### config.mk
export PLATFORM = sky130hd
export DESIGN_NAME = pred_sched
export DESIGN_NICKNAME = d
export VERILOG_FILES = /design/src/rtl/pred_pkg.sv /design/src/rtl/pred_xy_cnt.sv /design/src/rtl/pred_sched.sv
export SDC_FILE = /design/constraint.sdc
export NUM_CORES = 1
export LEC_CHECK = 0
export CAP_MARGIN = 10
export CORE_ASPECT_RATIO = 0.7
export CORE_MARGIN = 1
export CORE_UTILIZATION = 55
export CTS_CLUSTER_DIAMETER = 40
export DETAILED_ROUTE_END_ITERATION = 8
export GPL_TIMING_DRIVEN = 0
export HOLD_SLACK_MARGIN = 0.15
export PLACE_DENSITY = 0.82
export SETUP_SLACK_MARGIN = 0.1
export SLEW_MARGIN = 20
export SYNTH_ARGS = -nofsm -noshare
export SYNTH_HDL_FRONTEND = slang
export SYNTH_SLANG_ARGS = --single-unit
### constraint.sdc
create_clock -name clk -period 5.47 [get_ports clk]
set_input_delay 1.094 -clock clk [delete_from_list [all_inputs] [get_ports clk]]
set_output_delay 1.094 -clock clk [all_outputs]
set_load 0.005 [all_outputs]
### src/rtl/pred_pkg.sv
// pred_pkg -- shared types and constants for the intra-prediction scheduler.
//   state_t      : scheduler FSM states (IDLE / RUN / FIN)
//   PU_*         : prediction-unit size codes (4..7 all mean 64x64)
//   WEIGHT_SUM   : angular weights always sum to this value
//   IDX_W        : width of the signed reference-array indices
//   ACC_W        : width of the signed angular row accumulator
//   nt_m1_of()   : (block side - 1) for a size code, clamped at 64x64
package pred_pkg;

    typedef enum logic [1:0] {
        ST_IDLE = 2'd0,
        ST_RUN  = 2'd1,
        ST_FIN  = 2'd2
    } state_t;

    localparam logic [2:0] PU_4X4   = 3'd0;
    localparam logic [2:0] PU_8X8   = 3'd1;
    localparam logic [2:0] PU_16X16 = 3'd2;
    localparam logic [2:0] PU_32X32 = 3'd3;
    localparam logic [2:0] PU_64X64 = 3'd4;

    localparam int WEIGHT_SUM = 32;
    localparam int IDX_W      = 8;
    // 64 rows * |angle| <= 2048 needs 12 magnitude bits plus sign.
    localparam int ACC_W      = 13;

    function automatic logic [5:0] nt_m1_of(input logic [2:0] pu);
        if (pu >= PU_64X64) return 6'd63;
        return 6'((6'd4 << pu) - 6'd1);
    endfunction

endpackage

### src/rtl/pred_xy_cnt.sv
// pred_xy_cnt -- raster (x fastest) coordinate counter for one PU.
//   clk, rst   : clock, asynchronous active-high reset
//   clr        : restart at (0,0)
//   adv        : step to the next sample
//   nt_m1      : block side minus one
//   x, y       : coordinates of the sample currently presented
//   x_nxt,y_nxt: coordinates after this cycle's clr/adv
//   row_end    : x is at the last column
//   last       : current sample is the final one of the PU
module pred_xy_cnt (
    input  logic       clk,
    input  logic       rst,
    input  logic       clr,
    input  logic       adv,
    input  logic [5:0] nt_m1,
    output logic [5:0] x,
    output logic [5:0] y,
    output logic [5:0] x_nxt,
    output logic [5:0] y_nxt,
    output logic       row_end,
    output logic       last
);

    always_comb begin
        row_end = (x == nt_m1);
        last    = row_end && (y == nt_m1);
        x_nxt   = x;
        y_nxt   = y;
        if (clr) begin
            x_nxt = 6'd0;
            y_nxt = 6'd0;
        end else if (adv) begin
            if (row_end) begin
                x_nxt = 6'd0;
                y_nxt = y + 6'd1;
            end else begin
                x_nxt = x + 6'd1;
            end
        end
    end

    always_ff @(posedge clk or posedge rst) begin
        if (rst) begin
            x <= 6'd0;
            y <= 6'd0;
        end else begin
            x <= x_nxt;
            y <= y_nxt;
        end
    end

endmodule

### src/rtl/pred_sched.sv
// pred_sched -- control-word scheduler for HEVC-style intra prediction.
// Emits one registered control word per sample of a PU in raster order,
// with a valid/ready handshake towards the prediction datapath.
//   clk, rst        : clock, asynchronous active-high reset
//   START           : begin a PU (accepted only when idle)
//   PU, MODE, ANGLE : size code, 1=angular/0=planar, signed angle
//   TRANSPOSE       : swap emitted X/Y (only with PRED_SCHED_TRANSPOSE_EN)
//   OUT_READY       : downstream accepts the presented word
//   BUSY, DONE      : PU in progress / one-cycle end pulse
//   OUT_VALID       : control word valid
//   PU_O, ANGLE_OR_PLANAR, WEIGHT1/2, REF1/2/1A/2A_IDX, X, Y : control word
// Optional feature macro: PRED_SCHED_TRANSPOSE_EN.
module pred_sched
    import pred_pkg::*;
(
    input  logic              clk,
    input  logic              rst,
    input  logic              START,
    input  logic [2:0]        PU,
    input  logic              MODE,
    input  logic signed [5:0] ANGLE,
`ifdef PRED_SCHED_TRANSPOSE_EN
    input  logic              TRANSPOSE,
`endif
    input  logic              OUT_READY,
    output logic              BUSY,
    output logic              DONE,
    output logic              OUT_VALID,
    output logic [2:0]        PU_O,
    output logic              ANGLE_OR_PLANAR,
    output logic [7:0]        WEIGHT1,
    output logic [7:0]        WEIGHT2,
    output logic signed [IDX_W-1:0] REF1_IDX,
    output logic signed [IDX_W-1:0] REF2_IDX,
    output logic signed [IDX_W-1:0] REF1A_IDX,
    output logic signed [IDX_W-1:0] REF2A_IDX,
    output logic [5:0]        X,
    output logic [5:0]        Y
);

    state_t state, state_nxt;

    logic       vld_p1;
    logic [2:0] pu_p1;
    logic       mode_p1;
    logic signed [5:0]       ang_p1;
    logic signed [ACC_W-1:0] acc_p1, acc_nxt;

    logic [5:0] cx, cy, x_nxt, y_nxt;
    logic       row_end, last;

    logic start_acc, accept, adv, fin_acc;

    assign start_acc = (state == ST_IDLE) && START;
    assign accept    = vld_p1 && OUT_READY;
    assign adv       = accept && !last;
    assign fin_acc   = accept && last;

    pred_xy_cnt u_xy (
        .clk    (clk),
        .rst    (rst),
        .clr    (start_acc),
        .adv    (adv),
        .nt_m1  (nt_m1_of(pu_p1)),
        .x      (cx),
        .y      (cy),
        .x_nxt  (x_nxt),
        .y_nxt  (y_nxt),
        .row_end(row_end),
        .last   (last)
    );

    // FSM: state register
    always_ff @(posedge clk or posedge rst) begin
        if (rst) state <= ST_IDLE;
        else     state <= state_nxt;
    end

    // FSM: next state
    always_comb begin
        state_nxt = state;
        case (state)
            ST_IDLE: if (START)   state_nxt = ST_RUN;
            ST_RUN:  if (fin_acc) state_nxt = ST_FIN;
            ST_FIN:  state_nxt = ST_IDLE;
            default: state_nxt = ST_IDLE;
        endcase
    end

    // FSM: outputs (decoded straight from the state register)
    always_comb begin
        BUSY = (state == ST_RUN);
        DONE = (state == ST_FIN);
    end

    // Stage p0: next control word, computed from the coordinates and
    // accumulator that will be presented after this edge. On START the
    // parameters come straight from the inputs since nothing is latched yet.
    logic        mode_sel, swap_sel;
    logic [7:0]  nt_sel;
    logic [4:0]  fact;
    logic [7:0]  iidx, w1_p0, w2_p0;
    logic signed [IDX_W-1:0] r1_p0, r2_p0, r1a_p0, r2a_p0;
    logic [5:0]  x_p0, y_p0;

`ifdef PRED_SCHED_TRANSPOSE_EN
    logic trans_p1;
    assign swap_sel = start_acc ? TRANSPOSE : trans_p1;
`else
    assign swap_sel = 1'b0;
`endif

    // Row accumulator: (y+1)*ANGLE built by repeated addition.
    always_comb begin
        acc_nxt = acc_p1;
        if (start_acc)
            acc_nxt = ACC_W'(ANGLE);
        else if (adv && row_end)
            acc_nxt = acc_p1 + ACC_W'(ang_p1);
    end

    always_comb begin
        mode_sel = start_acc ? MODE : mode_p1;
        nt_sel   = {2'b00, nt_m1_of(start_acc ? PU : pu_p1)} + 8'd1;
        fact     = acc_nxt[4:0];
        iidx     = {2'b00, x_nxt} + 8'(acc_nxt >>> 5) + 8'd1;
        if (mode_sel) begin
            w1_p0  = 8'(WEIGHT_SUM) - {3'b000, fact};
            w2_p0  = {3'b000, fact};
            r1_p0  = iidx;
            r2_p0  = iidx + 8'd1;
            r1a_p0 = '0;
            r2a_p0 = '0;
        end else begin
            w1_p0  = nt_sel - 8'd1 - {2'b00, x_nxt};
            w2_p0  = nt_sel - 8'd1 - {2'b00, y_nxt};
            r1_p0  = {2'b00, y_nxt};
            r2_p0  = {2'b00, x_nxt};
            r1a_p0 = nt_sel;
            r2a_p0 = nt_sel;
        end
        x_p0 = swap_sel ? y_nxt : x_nxt;
        y_p0 = swap_sel ? x_nxt : y_nxt;
    end

    // Stage p1: registered control word and latched PU parameters
    always_ff @(posedge clk or posedge rst) begin
        if (rst) begin
            vld_p1    <= 1'b0;
            pu_p1     <= '0;
            mode_p1   <= 1'b0;
            ang_p1    <= '0;
            acc_p1    <= '0;
            WEIGHT1   <= '0;
            WEIGHT2   <= '0;
            REF1_IDX  <= '0;
            REF2_IDX  <= '0;
            REF1A_IDX <= '0;
            REF2A_IDX <= '0;
            X         <= '0;
            Y         <= '0;
`ifdef PRED_SCHED_TRANSPOSE_EN
            trans_p1  <= 1'b0;
`endif
        end else begin
            acc_p1 <= acc_nxt;
            if (start_acc) begin
                vld_p1   <= 1'b1;
                pu_p1    <= PU;
                mode_p1  <= MODE;
                ang_p1   <= ANGLE;
`ifdef PRED_SCHED_TRANSPOSE_EN
                trans_p1 <= TRANSPOSE;
`endif
            end else if (fin_acc) begin
                vld_p1 <= 1'b0;
            end
            if (start_acc || adv) begin
                WEIGHT1   <= w1_p0;
                WEIGHT2   <= w2_p0;
                REF1_IDX  <= r1_p0;
                REF2_IDX  <= r2_p0;
                REF1A_IDX <= r1a_p0;
                REF2A_IDX <= r2a_p0;
                X         <= x_p0;
                Y         <= y_p0;
            end
        end
    end

    assign OUT_VALID       = vld_p1;
    assign PU_O            = pu_p1;
    assign ANGLE_OR_PLANAR = mode_p1;

endmodule
==> qor.csv <==
metric,value,unit
reg2regPathDepth,22,
vias_per_cell,5.80,
path_cells,"clkdlybuf4s50_1, and2_2, clkbuf_1, clkbuf_1, clkbuf_1, o21ai_0, ha_1, nor2b_1, o21ai_0, nand2b_1, a21o_2, a21oi_2, nor3_1, or4b_4, xnor2_1, a22o_1",
area_growth,24.5,%
antenna_found_initial,0,
clkSinkCount,87,
final_cell_mix,"87 x dfrtp_1, 74 x clkdlybuf4s50_1, 72 x nand2_1, 41 x a21oi_1, 37 x nor2_1",
synth.top_cell.area_share,41.0,%
layout_commonest_cell,dfrtp_1,
rows,29,
clkTransAtPathRegs,60,ps
synth_area,0.00532,mm²
dp_slack,-299,ps
cts_root_buf,clkbuf_16,
pwr-share-clk,16.3,%
wl,14200,µm
end_kind,flop,
die_w,120,µm
cts_made_buffers,9,
start_kind,input port,
setup_viol_count_final,0,
yosys.area.top_type,dfrtp_1,
yosysWarnings,0,
path_buf_inv,4,
clkLatencyLatePin,340,ps
p_per_area,531,mW/mm²
p_sw_share,40.2,%
vias,4637,
maxCapViolations,0,
worstSetupPathDepth,16,
grt_pass1_wl,22800,µm
grtUsageTotal,29.6,%
hold_violations,0,
required,5700,ps
p_int,2100,µW
clock-skew-final,7.46,ps
cts_tree,built,
grt_overflow,0,
slew_viol_final,0,
worst_path_most_repeated_cell,clkbuf_1,
final_nets,719,
synth_edf_count,0,
die_area,0.0101,mm²
grt_pass1_vias,4374,
ys.flop_type,dfrtp_1,
initial_core_util,57.7,%
timing.final.ws_setup,162,ps
ys_ff_latch,87,
relSlewSlack,51.2,%
synth_area_leaders,"dfrtp_1 41%, ha_1 7.5%, nand2_1 5.1%, a21oi_1 4.0%, o21ai_0 3.5%",
drt_iter0_drc,392,
hpwlAfterDp,10500,µm
yosysUniqueCellTypes,66,
clock_path_buffers,2,
remaining_drc_errors,0,
die_h,84.3,µm
globalplace.congestion,0.940,
cp.arrival,5540,ps
cts_max_level,3,
synthArstFlopShare,100,%
pwr-share-comb,55.5,%
syn_avg_cell_area,9.21,µm²
core_area,0.00922,mm²
slowest_delay,530,ps
cp_max_fo,10,
cp_top_family,buffers and inverters,
io_buffers,74,
diodes,0,
slowest_stage,or4b_4,
irDropWorstVdd,0.319,mV
hold_depth,1,
grt_max_degree,58,
final_antenna_net_count,0,
p_switching,1410,µW
finalCritPeriodShare,97.0,%
drive_gt1_share,10.8,%
crit_type,input port to flop,
status,"complete, no violations",
leakagePower,0.00307,µW
pwr-share-seq,28.3,%
wl_per_cell,17.7,µm
hold_slack,476,ps
finalCriticalPeriod,5310,ps
fin_util,71.8,%
rsz0062_at_grt,true,
worst_pin_slew,711,ps
hold_class,flop to flop,
netlist_instances,577,
ys_seq_area_share,41.0,%
clock.fmax,0.188,GHz
drt_pass1_iterations,5,
io_pins,81,
[cell type report]
class / count / area, µm²
fillers: 715 / 2600
repair buffers: 79 / 798
multi-input cells: 427 / 2880
plain buffers: 34 / 205
well taps: 124 / 155
clock buffers: 13 / 260
inverters: 33 / 126
clock inverters: 3 / 17.5
flip-flops and latches: 87 / 2180
[timing repair]
action,CTS,global route
gates cloned,0,0
setup buffers,2,2
resized for setup,4,10
endpoints found under the setup margin,1,7
hold buffers,0,0
pin swaps,2,3
[layer usage]
metal	part of all wire, %	GRT usage, %	wire length, µm	vias up
li1	-	-	-	2178
met1	46	43.1	6540	2252
met2	45	45.5	6360	192
met3	7.9	6.18	1120	15
met4	0.99	6.70	140	0
met5	0	0	0	-
[power by group through the flow]
| stage | Sequential [µW] | Clock (µW) | Combinational, µW |
|---|---|---|---|
| after floorplan | 977 | 0 | 1240 |
| after global placement | 985 | 0 | 1810 |
| after detailed placement | 994 | 0 | 1870 |
| after CTS | 987 | 575 | 1900 |
| after global routing | 1020 | 603 | 2140 |
| final | 993 | 572 | 1950 |
[metrics by stage]
step | instances | setup TNS, ps | instance area [µm²] | total power [µW]
finish | 800 | 0 | 6620 | 3510
global route | 800 | -22.6 | 6620 | 3760
CTS | 798 | 0 | 6570 | 3460
detailed placement | 781 | -335 | 6260 | 2860
global placement | 780 | -190 | 6230 | 2800
floorplan | 582 | 0 | 5340 | 2220
[path summary, 6_finish.rpt]
kind / slack (ps) / start / endpoint
setup / recovery: 160 / START / REF2_IDX[7]
hold / removal: 480 / WEIGHT1[6] / WEIGHT1[6]
setup reg to reg: 220 / PU_O[2] / REF2_IDX[7]
hold reg to reg: 480 / WEIGHT1[6] / WEIGHT1[6]
max in group asynchronous: 3760 / rst / acc_p1[2]
min in group asynchronous: 1100 / rst / REF1_IDX[6]
[state kept, by name (all words and copies together) (netlist names)]
signal	count
WEIGHT2	8
REF2_IDX	8
PU_O	3
ANGLE_OR_PLANAR	1
Y	6
OUT_VALID	1
acc_p1	13
u_xy.x	6
ang_p1	6
X	6
u_xy.y	6
REF2A_IDX	5
state	2
WEIGHT1	8
REF1_IDX	8
[kinds of logic after synthesis]
| family | count (synthesis) | share of synthesized area [%] |
|---|---|---|
| and+or+nand+nor | 191 | 17.3 |
| AOI/OAI and AO/OA | 145 | 18.4 |
| DFF | 87 | 41.0 |
| buffers and inverters | 68 | 6.21 |
| xor gates and xnor gates | 41 | 6.90 |
| adders and majority gates | 34 | 8.28 |
| muxes | 10 | 1.88 |
| other | 1 | 0.0705 |
[cell usage after synthesis, drive strengths merged (17+ instances only)]
master / n
nand2: 73
a21o: 18
a21oi: 43
inv: 33
o21ai: 40
ha: 32
xnor2: 21
dfrtp: 87
buf: 18
xor2: 20
clkbuf: 17
nor2: 39
nor3: 19
Power figures use the tool's default switching activity.
